`config.mk`:
```
export PLATFORM = sky130hd
export DESIGN_NAME = id_ex_stage
export DESIGN_NICKNAME = d
export VERILOG_FILES = /design/src/rtl/cpu_pkg.sv /design/src/rtl/alu_control.sv /design/src/rtl/id_ex_stage.sv
export SDC_FILE = /design/constraint.sdc
export NUM_CORES = 1
export LEC_CHECK = 0
export ABC_AREA = 0
export ABC_CLOCK_PERIOD_IN_PS = 2600
export CELL_PAD_IN_SITES_DETAIL_PLACEMENT = 1
export CELL_PAD_IN_SITES_GLOBAL_PLACEMENT = 1
export CORE_MARGIN = 3
export CORE_UTILIZATION = 28
export CTS_BUF_LIST = sky130_fd_sc_hd__clkbuf_16
export DETAILED_ROUTE_END_ITERATION = 7
export PLACE_DENSITY = 0.86
export SLEW_MARGIN = 20
export SYNTH_ARGS = -nofsm -noshare
export SYNTH_HDL_FRONTEND = slang
export SYNTH_SLANG_ARGS = --single-unit
```
`constraint.sdc`:
```
create_clock -name clk -period 2.6 [get_ports clk]
set_input_delay 0.26 -clock clk [delete_from_list [all_inputs] [get_ports clk]]
set_output_delay 0.26 -clock clk [all_outputs]
set_load 0.05 [all_outputs]
```
`src/rtl/cpu_pkg.sv`:
```
// Shared CPU definitions: ALU op encodings, RV32I opcodes and the decode control bundle.
package cpu_pkg;

  localparam logic [3:0] ALU_ADD = 4'b0000;
  localparam logic [3:0] ALU_SUB = 4'b0010;
  localparam logic [3:0] ALU_AND = 4'b0100;
  localparam logic [3:0] ALU_OR  = 4'b0101;
  localparam logic [3:0] ALU_XOR = 4'b0110;
  localparam logic [3:0] ALU_NOR = 4'b0111;
  localparam logic [3:0] ALU_SLT = 4'b1010;
  localparam logic [3:0] ALU_NOP = 4'b1111;

  localparam logic [6:0] OP_R      = 7'b0110011;
  localparam logic [6:0] OP_I      = 7'b0010011;
  localparam logic [6:0] OP_LOAD   = 7'b0000011;
  localparam logic [6:0] OP_STORE  = 7'b0100011;
  localparam logic [6:0] OP_BRANCH = 7'b1100011;
  localparam logic [6:0] OP_LUI    = 7'b0110111;

  typedef struct packed {
    logic [3:0] alu_op;
    logic       use_imm;
    logic       zero_a;
    logic       writes_rd;
    logic       illegal;
  } ctrl_t;

endpackage

```
`src/rtl/alu_control.sv`:
```
// Combinational decode of opcode/funct3/funct7_5 into ALU op and operand-select controls.
module alu_control
  import cpu_pkg::*;
(
  input  logic [6:0] opcode_i,
  input  logic [2:0] funct3_i,
  input  logic       funct7_5_i,
  output ctrl_t      ctrl_o
);

  always_comb begin
    ctrl_o = '{alu_op: ALU_NOP, use_imm: 1'b0, zero_a: 1'b0, writes_rd: 1'b0, illegal: 1'b1};
    case (opcode_i)
      OP_R, OP_I: begin
        ctrl_o.use_imm   = (opcode_i == OP_I);
        ctrl_o.writes_rd = 1'b1;
        ctrl_o.illegal   = 1'b0;
        case (funct3_i)
          3'b000:  ctrl_o.alu_op = (opcode_i == OP_R && funct7_5_i) ? ALU_SUB : ALU_ADD;
          3'b100:  ctrl_o.alu_op = ALU_XOR;
          3'b110:  ctrl_o.alu_op = ALU_OR;
          3'b111:  ctrl_o.alu_op = ALU_AND;
          3'b010:  ctrl_o.alu_op = ALU_SLT;
          default: begin
            ctrl_o.alu_op    = ALU_NOP;
            ctrl_o.use_imm   = 1'b0;
            ctrl_o.writes_rd = 1'b0;
            ctrl_o.illegal   = 1'b1;
          end
        endcase
      end
      OP_LOAD, OP_STORE: begin
        ctrl_o.alu_op    = ALU_ADD;
        ctrl_o.use_imm   = 1'b1;
        ctrl_o.writes_rd = (opcode_i == OP_LOAD);
        ctrl_o.illegal   = 1'b0;
      end
      OP_BRANCH: begin
        ctrl_o.alu_op  = ALU_SUB;
        ctrl_o.illegal = 1'b0;
      end
      OP_LUI: begin
        ctrl_o.alu_op    = ALU_ADD;
        ctrl_o.use_imm   = 1'b1;
        ctrl_o.zero_a    = 1'b1;
        ctrl_o.writes_rd = 1'b1;
        ctrl_o.illegal   = 1'b0;
      end
      default: ;
    endcase
  end

endmodule

```
`src/rtl/id_ex_stage.sv`:
```
// ID/EX pipeline register: decode to ALU op, forward from MEM/WB, register operands
// behind a valid/ready handshake with stall and flush.
module id_ex_stage
  import cpu_pkg::*;
#(
  parameter int unsigned XLEN       = 32,
  parameter int unsigned REG_ADDR_W = 5
) (
  input  logic                  clk,
  input  logic                  reset,
  input  logic                  flush,
  input  logic                  in_valid,
  output logic                  in_ready,
  input  logic [6:0]            opcode,
  input  logic [2:0]            funct3,
  input  logic                  funct7_5,
  input  logic [REG_ADDR_W-1:0] rs1,
  input  logic [REG_ADDR_W-1:0] rs2,
  input  logic [REG_ADDR_W-1:0] rd,
  input  logic [XLEN-1:0]       rs1_data,
  input  logic [XLEN-1:0]       rs2_data,
  input  logic [XLEN-1:0]       imm,
  input  logic                  mem_wr_en,
  input  logic [REG_ADDR_W-1:0] mem_rd,
  input  logic [XLEN-1:0]       mem_result,
  input  logic                  wb_wr_en,
  input  logic [REG_ADDR_W-1:0] wb_rd,
  input  logic [XLEN-1:0]       wb_result,
  output logic                  out_valid,
  input  logic                  out_ready,
  output logic [XLEN-1:0]       alu_a,
  output logic [XLEN-1:0]       alu_b,
  output logic [3:0]            alu_op,
  output logic [XLEN-1:0]       store_data,
  output logic [REG_ADDR_W-1:0] out_rd,
  output logic                  out_illegal
);

  ctrl_t                 ctrl;
  logic                  valid_q;
  logic [XLEN-1:0]       a_q, a_d, b_q, b_d, sd_q, src1, src2;
  logic [3:0]            op_q;
  logic [REG_ADDR_W-1:0] rd_q, rd_d;
  logic                  ill_q;
  logic                  capture;

  alu_control u_alu_control (
    .opcode_i  (opcode),
    .funct3_i  (funct3),
    .funct7_5_i(funct7_5),
    .ctrl_o    (ctrl)
  );

  // x0 always reads zero; MEM is the younger producer so it wins over WB.
  function automatic logic [XLEN-1:0] fwd(input logic [REG_ADDR_W-1:0] rs,
                                          input logic [XLEN-1:0]       rf_data);
    if (rs == '0)                            return '0;
    else if (mem_wr_en && mem_rd == rs)      return mem_result;
    else if (wb_wr_en && wb_rd == rs)        return wb_result;
    else                                     return rf_data;
  endfunction

  always_comb begin
    src1 = fwd(rs1, rs1_data);
    src2 = fwd(rs2, rs2_data);
    a_d  = (ctrl.illegal || ctrl.zero_a) ? '0 : src1;
    b_d  = ctrl.illegal ? '0 : (ctrl.use_imm ? imm : src2);
    rd_d = ctrl.writes_rd ? rd : '0;
  end

  assign in_ready = reset || !valid_q || out_ready;
  assign capture  = in_valid && in_ready && !flush;

  always_ff @(posedge clk) begin
    if (reset) begin
      valid_q <= 1'b0;
      a_q     <= '0;
      b_q     <= '0;
      op_q    <= '0;
      sd_q    <= '0;
      rd_q    <= '0;
      ill_q   <= 1'b0;
    end else if (flush) begin
      valid_q <= 1'b0;
      ill_q   <= 1'b0;
    end else if (capture) begin
      valid_q <= 1'b1;
      a_q     <= a_d;
      b_q     <= b_d;
      op_q    <= ctrl.alu_op;
      sd_q    <= src2;
      rd_q    <= rd_d;
      ill_q   <= ctrl.illegal;
    end else if (out_ready) begin
      valid_q <= 1'b0;
    end
  end

  assign out_valid   = valid_q;
  assign alu_a       = a_q;
  assign alu_b       = b_q;
  assign alu_op      = op_q;
  assign store_data  = sd_q;
  assign out_rd      = rd_q;
  assign out_illegal = ill_q;

endmodule

```
==> results of run 1 <==
[worst max-delay path, cell delays in order]
cell and delay, ns:
clkdlybuf4s50_1 0.47, xor2_1 0.21, nor4_4 0.43, buf_4 0.33, a221oi_1 0.13, or3_1 0.39, a221oi_1 0.30
[sequential cells by signal, indices dropped and copies added, names as in the netlist]
signal and cells:
alu_b 32, alu_op 4, alu_a 32, out_illegal 1, out_rd 5, out_valid 1, store_data 32
[cells in the final DEF, fill, tap and decap left out, types with 2 or more instances in the layout]
| cell | instances |
|---|---|
| clkdlybuf4s50_1 | 308 |
| dfxtp_1 | 107 |
| nor2_1 | 81 |
| nand2_1 | 71 |
| a21oi_1 | 67 |
| or3_1 | 58 |
| a221oi_1 | 51 |
| buf_4 | 38 |
| mux2i_1 | 37 |
| a21boi_0 | 32 |
| a22o_1 | 32 |
| and3_1 | 30 |
| xor2_1 | 16 |
| buf_12 | 11 |
| a221oi_2 | 10 |
| clkbuf_16 | 9 |
| a211o_1 | 6 |
| a211oi_1 | 5 |
| a22oi_1 | 5 |
| nand3_2 | 3 |
| xnor2_1 | 3 |
| nor3_1 | 3 |
| o21ai_0 | 3 |
| inv_1 | 3 |
| clkinvlp_4 | 3 |
| diode_2 | 2 |
| nor4_4 | 2 |
| nand2b_1 | 2 |
| a2111oi_0 | 2 |
| nor4_1 | 2 |
[power groups by stage]
stage | registers (mW) | clock network, mW | logic (mW)
floorplan | 1.86 | 0 | 0.313
CTS | 1.69 | 1.46 | 1.04
global placement | 1.73 | 0 | 1.01
finish | 1.69 | 1.41 | 1.03
global route | 1.70 | 1.51 | 1.09
detailed placement | 1.73 | 0 | 1.03
[final cells by class]
| class | count | area (sq um) | area share |
|---|---|---|---|
| Timing Repair Buffer | 357 | 3590 | 0.361 |
| Multi-Input combinational cell | 538 | 3560 | 0.359 |
| Inverter | 2 | 7.51 | 0.000755 |
| Clock inverter | 6 | 67.6 | 0.00680 |
| Tap cell | 270 | 338 | 0.0340 |
| Sequential cell | 107 | 2140 | 0.216 |
| Clock buffer | 9 | 225 | 0.0227 |
| Antenna cell | 2 | 5.00 | 0.000504 |
[per-stage QoR]
step / std cells / cell area [sq um]
6_report: 1291 / 9940
5_1_grt: 1291 / 9940
4_1_cts: 1289 / 9930
3_5_place_dp: 1274 / 9640
3_3_place_gp: 1274 / 9640
2_1_floorplan: 713 / 5970
[metal layers]
layer / wire, microns / global-route usage
met2: 14500 / 0.417
met5: 16 / 0
met4: 757 / 0.0801
met3: 1830 / 0.0538
met1: 12100 / 0.298
[worst max-delay path by stage]
stage                        endpoint  depth (start not counted)
4_1_cts         alu_b[6]$_SDFFE_PP0P_                          8
3_5_place_dp    alu_b[8]$_SDFFE_PP0P_                          8
2_1_floorplan   alu_b[0]$_SDFFE_PP0P_                          7
3_3_place_gp   alu_b[21]$_SDFFE_PP0P_                          8
5_1_grt         alu_b[6]$_SDFFE_PP0P_                          8
6_report        alu_b[6]$_SDFFE_PP0P_                          7
[kinds of logic after synthesis]
logic type,after synthesis,share of synthesized area
DFF,107,0.359
and+or+nand+nor,264,0.221
muxes,37,0.0620
buffers and inverters,68,0.0530
xor gates and xnor gates,20,0.0293
AOI/OAI and AO/OA,217,0.276
==> summary.txt, run 1 <==
Status
  • Run status: finished clean

Route
  • DR iter-0 viols: about 320
  • Post-route DRC: 0
  • Vias per cell: about 5.5
  • Post-DRT Antenna Nets: 0
  • Vias: about 7000
  • Post-Route WL: between 20000 and 30000 microns
  • Wire per inst: 22.6 microns
  • Drt first pass iters: 4

CTS
  • Root Buffer: clkbuf_16
  • Sink Count: 107
  • Clk slew on worst S/H paths: about 0.070 ns
  • Clock Tree Buf Depth: 2
  • H-tree depth: 3
  • Post-CTS Hold Fix Bufs: 0
  • CTS Buf Count: 9
  • CTS tree: done
  • Worst skew pair latency: 0.35 ns
  • CTS resizes: 0
  • Setup bufs post-CTS: 0

Power
  • Pint: around 2.9 mW
  • Worst vdd ir: 0.231 mV
  • PD cells: 416 nW/um^2
  • Sequential Power Share: 0.409
  • Combinational fraction of design power: 0.249
  • Total power: just over 4 mW
  • Clock share of power: 0.341
  • LEAKAGE: between 3 and 4 nW
  • Switching power: 1.20 mW
  • Switching share of power: 0.290

Critical path
  • R2R Path End: store_data[31]$_SDFFE_PP0P_
  • CP Launch Type: input port
  • CP Max Fanout: 13
  • WS Path Type: in -> reg
  • Nature of the critical path endpoint: flop
  • Flop-to-flop setup slack: about 0.43 ns
  • Critical Path AT: around 2.5 ns
  • R2R cell count: 7
  • Critical Path RT: between 2 and 3 ns
  • RR Startpoint: out_valid$_SDFFE_PP0P_
  • Launch point of the worst path: rs2[4]

Yosys
  • Post-synth top cells: 107 x dfxtp_1, 82 x nor2_1, 71 x nand2_1
  • Yosys warns: 0
  • Post-synthesis cell type with the largest combined area: dfxtp_1
  • Main area contributors after synthesis: dfxtp_1 36%, a221oi_1 7.5%, mux2i_1 6.2%
  • Synth top area share: 0.359
  • Synth Register Bits: approximately 110
  • Mapped Cells: ~710
  • Syn_nets: just over 900
  • Mapped Area: 5970 sq um
  • Ys flop type: dfxtp_1
  • Syn Area/Cell: around 8.4 sq um
  • Distinct cells, synth: between 40 and 50
  • Ys async rst share: 0
  • Number of flops mapped to enable cells by yosys: 0
  • Dominant cell by count in the synthesized netlist: dfxtp_1
  • Sequential-to-total area share from yosys stat: 0.359

Cells and area
  • Final Util: 0.483
  • Share of cells above drive strength 1: 0.0854
  • Area grow syn2layout: 66.5%
  • Final net count: between 1000 and 1500
  • Filler cells: around 2400

Place
  • Dpl hpwl: between 20000 and 25000 microns
  • Number of buffers added on ports: 310
  • Setup Slack @ Placement: -0.00827 ns
  • Routability cong.: approximately 0.84

Global routing
  • GRT Util Overall: 0.242
  • Vias in the first global route: 7572
  • Largest net degree at the start of global routing: just under 80
  • Initial antenna violation count: 3
  • First-pass GRT wire length: ~44000 microns
  • Total grt overflow: 0

STA
  • Slew @ Worst Pin: slightly above 1 ns
  • Final Hold Fails: 0
  • RSZ-0062 raised after global routing: no
  • Final period utilization: 0.886
  • Peak Freq: 434 MHz
  • Crit path setup slack, layout: between 0.2 and 0.3 ns
  • Worst hold slack: about 0.45 ns
  • Clock Skews: about 0.0045 ns
  • Final setup TNS: 0 ns
  • Slew Limit Fails: 0
  • Final Critical Period: 2.30 ns
  • Final setup fails: 0
  • Slew headroom: 0.326

Die
  • Die height: around 150 microns
  • Initial Util: 0.290
  • Core area: approximately 20000 sq um
  • Die X: approximately 150 microns
  • I/O Pins: 311
  • Die area: 23100 sq um
  • Rows: 52

Job
  • Max cap viols: 0

Hold path
  • HP Class: reg -> reg
  • HP Start: store_data[7]$_SDFFE_PP0P_
  • Min-Delay Path Depth: 2
  • Worst Hold End: store_data[7]$_SDFFE_PP0P_
Power figures use the tool's default switching activity.
==> run 2: changes to the inputs <==
ABC_CLOCK_PERIOD_IN_PS = 2100   (was 2600)
CORE_UTILIZATION = 25   (was 28)
PLACE_DENSITY = 0.83   (was 0.86)
SYNTH_HIERARCHICAL = 1   (was default)
clock period = 2.1 ns   (was 2.6 ns; I/O delays follow)
==> summary.txt, run 2 <==
Yosys
  • Mapped Area: 5720 sq um (-4.1%)
  • Mapped Cells: 672 (-5.8%)
  • Synth Register Bits: 107 (unchanged)
  • Main area contributors after synthesis: dfxtp_1 37%, mux2i_1 5.8%, o21ai_0 4.9%
  • Dominant cell by count in the synthesized netlist: dfxtp_1
  • Post-synthesis cell type with the largest combined area: dfxtp_1
  • Synth top area share: 0.374 (+0.0154)
  • Post-synth top cells: 107 x dfxtp_1, 56 x o21ai_0, 50 x nand2_1
  • Yosys warns: 6 (+6)
  • Ys flop type: dfxtp_1
  • Distinct cells, synth: 45 (+7.1%)
  • Syn Area/Cell: 8.52 sq um (+1.7%)
  • Syn_nets: 875 (-4.5%)
  • Number of flops mapped to enable cells by yosys: 0 (unchanged)
  • Sequential-to-total area share from yosys stat: 0.374 (+0.0154)
  • Ys async rst share: 0 (unchanged)

Route
  • Wire per inst: 22.1 microns (-2.2%)
  • Post-Route WL: 28300 microns (-2.9%)
  • Vias per cell: 5.44 (-0.36%)
  • Vias: 6971 (-1.1%)
  • Post-DRT Antenna Nets: 0 (unchanged)
  • Drt first pass iters: 4 (unchanged)
  • DR iter-0 viols: 245 (-22%)
  • Post-route DRC: 0 (unchanged)

Place
  • Number of buffers added on ports: 310 (unchanged)
  • Post-DP Area: 9600 sq um (-0.43%)
  • Routability cong.: 0.847 (+0.74%)
  • Dpl hpwl: 21300 microns (-3.6%)

Global routing
  • First-pass GRT wire length: 41100 microns (-7.2%)
  • Largest net degree at the start of global routing: 42 (-46%)
  • GRT Util Overall: 0.213 (-0.0285)
  • Vias in the first global route: 7265 (-4.1%)
  • Initial antenna violation count: 2 (-1)
  • Total grt overflow: 0 (unchanged)

Hold path
  • HP Class: in -> reg
  • Min-Delay Path Depth: 3 (+1)
  • Worst Hold End: alu_b[2]$_SDFFE_PP0P_
  • HP Start: reset

CTS
  • CTS Buf Count: 9 (unchanged)
  • Sink Count: 107 (unchanged)
  • Clock Tree Buf Depth: 2 (unchanged)
  • Post-CTS Hold Fix Bufs: 0 (unchanged)
  • Clk slew on worst S/H paths: 0.08 ns (about the same)
  • CTS tree: done
  • Root Buffer: clkbuf_16
  • H-tree depth: 3 (unchanged)
  • Worst skew pair latency: 0.35 ns (about the same)

STA
  • Slew headroom: 0.612 (+0.285)
  • Slew @ Worst Pin: 0.580 ns (-0.430 ns)
  • Peak Freq: 480 MHz
  • RSZ-0062 raised after global routing: no
  • Final Critical Period: 2.08 ns
  • Clock Skews: 0.00811 ns (+0.00360 ns)
  • Slew Limit Fails: 0 (unchanged)
  • Final Hold Fails: 0 (unchanged)
  • Final period utilization: 0.992
  • Final setup fails: 0 (unchanged)

Power
  • PD cells: 502 nW/um^2 (+20%)
  • Worst vdd ir: 0.353 mV (+53%)
  • LEAKAGE: 3.58 nW (-2.3%)
  • Total power: 5.02 mW (+21%)

Cells and area
  • Most common cell after layout, fill and taps aside: clkdlybuf4s50_1
  • Share of cells above drive strength 1: 0.117 (+0.0316)
  • Commonest non-fill, non-tap cells in the layout: 300 x clkdlybuf4s50_1, 106 x dfxtp_1, 52 x o21ai_0, 48 x nand2_1, 45 x buf_4
  • Post-Layout Inst Area: 10000 sq um (+0.77%)
  • Area grow syn2layout: 75.0%
  • Final net count: 1198 (-1.6%)

Die
  • I/O Pins: 311 (unchanged)
  • Initial Util: 0.258 (-0.0321)
  • Die area: 24700 sq um (+7.1%)
  • Rows: 54 (+3.8%)
  • Die height: 157 microns (+3.5%)
  • Die X: 157 microns (+3.5%)
  • Core area: 22200 sq um (+7.8%)

Critical path
  • Critical path's most frequent cell: buf_12
  • CP top delay family: buffers and inverters
  • Critical Path AT: 2.34 ns (-0.19 ns)
  • R2R Path End: alu_b[29]$_SDFFE_PP0P_
  • Nature of the critical path endpoint: flop
  • CP Buf/Inv Count: 3 (+1)
  • Critical Path RT: 2.36 ns (-0.47 ns)
  • RR Startpoint: out_valid$_SDFFE_PP0P_
  • R2R cell count: 7 (unchanged)
  • CP Launch Type: input port
  • CP peak stage delay: 0.48 ns (about the same)
  • Cell count along the critical path: 8 (+1)
  • Slowest CP cell: clkdlybuf4s50_1
  • CP Max Fanout: 18 (+5)
  • Worst path cell trace: clkdlybuf4s50_1 > xor2_1 > nor4_1 > and3_2 > buf_12 > buf_12 > a311oi_1 > o32ai_1
  • WS Path Type: in -> reg
  • Flop-to-flop setup slack: 0.22 ns (-0.21 ns)

Job
  • Max cap viols: 0 (unchanged)

Status
  • Run status: finished clean
run 2: power breakdown:
part           internal (mW)  leakage [nW]  switching (mW)  total, mW
combinational          0.609          2.57           0.610       1.22
sequential              2.07         0.867          0.0255       2.10
clock                  0.827         0.139           0.879       1.71
run 2: cells by family (layout without fill, tap and decap cells):
| kind of cell | count (synthesis) | count (layout) | synth area share |
|---|---|---|---|
| XOR/XNOR | 20 | 20 | 0.0306 |
| buffers and inverters | 68 | 396 | 0.0616 |
| AO/OA/AOI/OAI | 278 | 278 | 0.334 |
| other | 0 | 2 | 0 |
| flip-flops | 107 | 107 | 0.374 |
| multiplexers | 33 | 33 | 0.0577 |
| AND/OR/NAND/NOR | 166 | 166 | 0.142 |
run 2: final cells by class:
class | instances | area, sq um
Fill cell | 2529 | 12100
Timing Repair Buffer | 378 | 3900
Multi-Input combinational cell | 497 | 3320
Sequential cell | 107 | 2140
Tap cell | 280 | 350
Clock buffer | 9 | 225
Clock inverter | 7 | 60.1
Inverter | 2 | 7.51
Antenna cell | 2 | 5.00
run 2: per-layer routing:
layer / up-vias / part of all wire / global-route usage
li1: 3213 / - / -
met1: 3438 / 0.40 / 0.244
met2: 269 / 0.50 / 0.380
met3: 51 / 0.072 / 0.0597
met4: 0 / 0.029 / 0.0744
met5: - / 0 / 0
run 2: worst register-to-register path: stages (launching register included):
cell and delay, ns:
dfxtp_2 0.33, nor2b_1 0.16, or4_4 0.53, nor2_4 0.15
buf_12 0.14, clkbuf_16 0.15, o21ai_1 0.07, o32ai_1 0.27
run 2: how the worst max path moves through the flow:
stage,start,to,slack [ns]
after floorplan,opcode[4],alu_a[12]$_SDFFE_PP0P_,0.05
after global placement,funct3[1],alu_a[13]$_SDFFE_PP0P_,-0.48
after detailed placement,funct3[1],alu_b[0]$_SDFFE_PP0P_,-0.61
after CTS,opcode[0],alu_b[0]$_SDFFE_PP0P_,0.002
after global routing,opcode[5],alu_b[8]$_SDFFE_PP0P_,0.006
final,rs2[4],alu_b[27]$_SDFFE_PP0P_,0.02
run 2: timing repair:
action / in CTS / in global routing
pin swaps: 8 / 15
cloned: 1 / 1
hold endpoints to repair: 0 / 0
gates resized for setup: 10 / 14
buffers inserted: 2 / 1
setup endpoints to repair: 64 / 32
run 2: stage by stage:
stage               hold WS (ns)   util  setup TNS, ns  instances  setup WS (ns)
floorplan                  0.279      -              0        672         0.0507
global placement           0.433  0.433         -32.73       1259         -0.479
detailed placement         0.440  0.433         -41.92       1259         -0.614
CTS                        0.332  0.449              0       1278        0.00191
global route               0.360  0.452              0       1282        0.00553
finish                     0.360  0.452              0       1282         0.0174
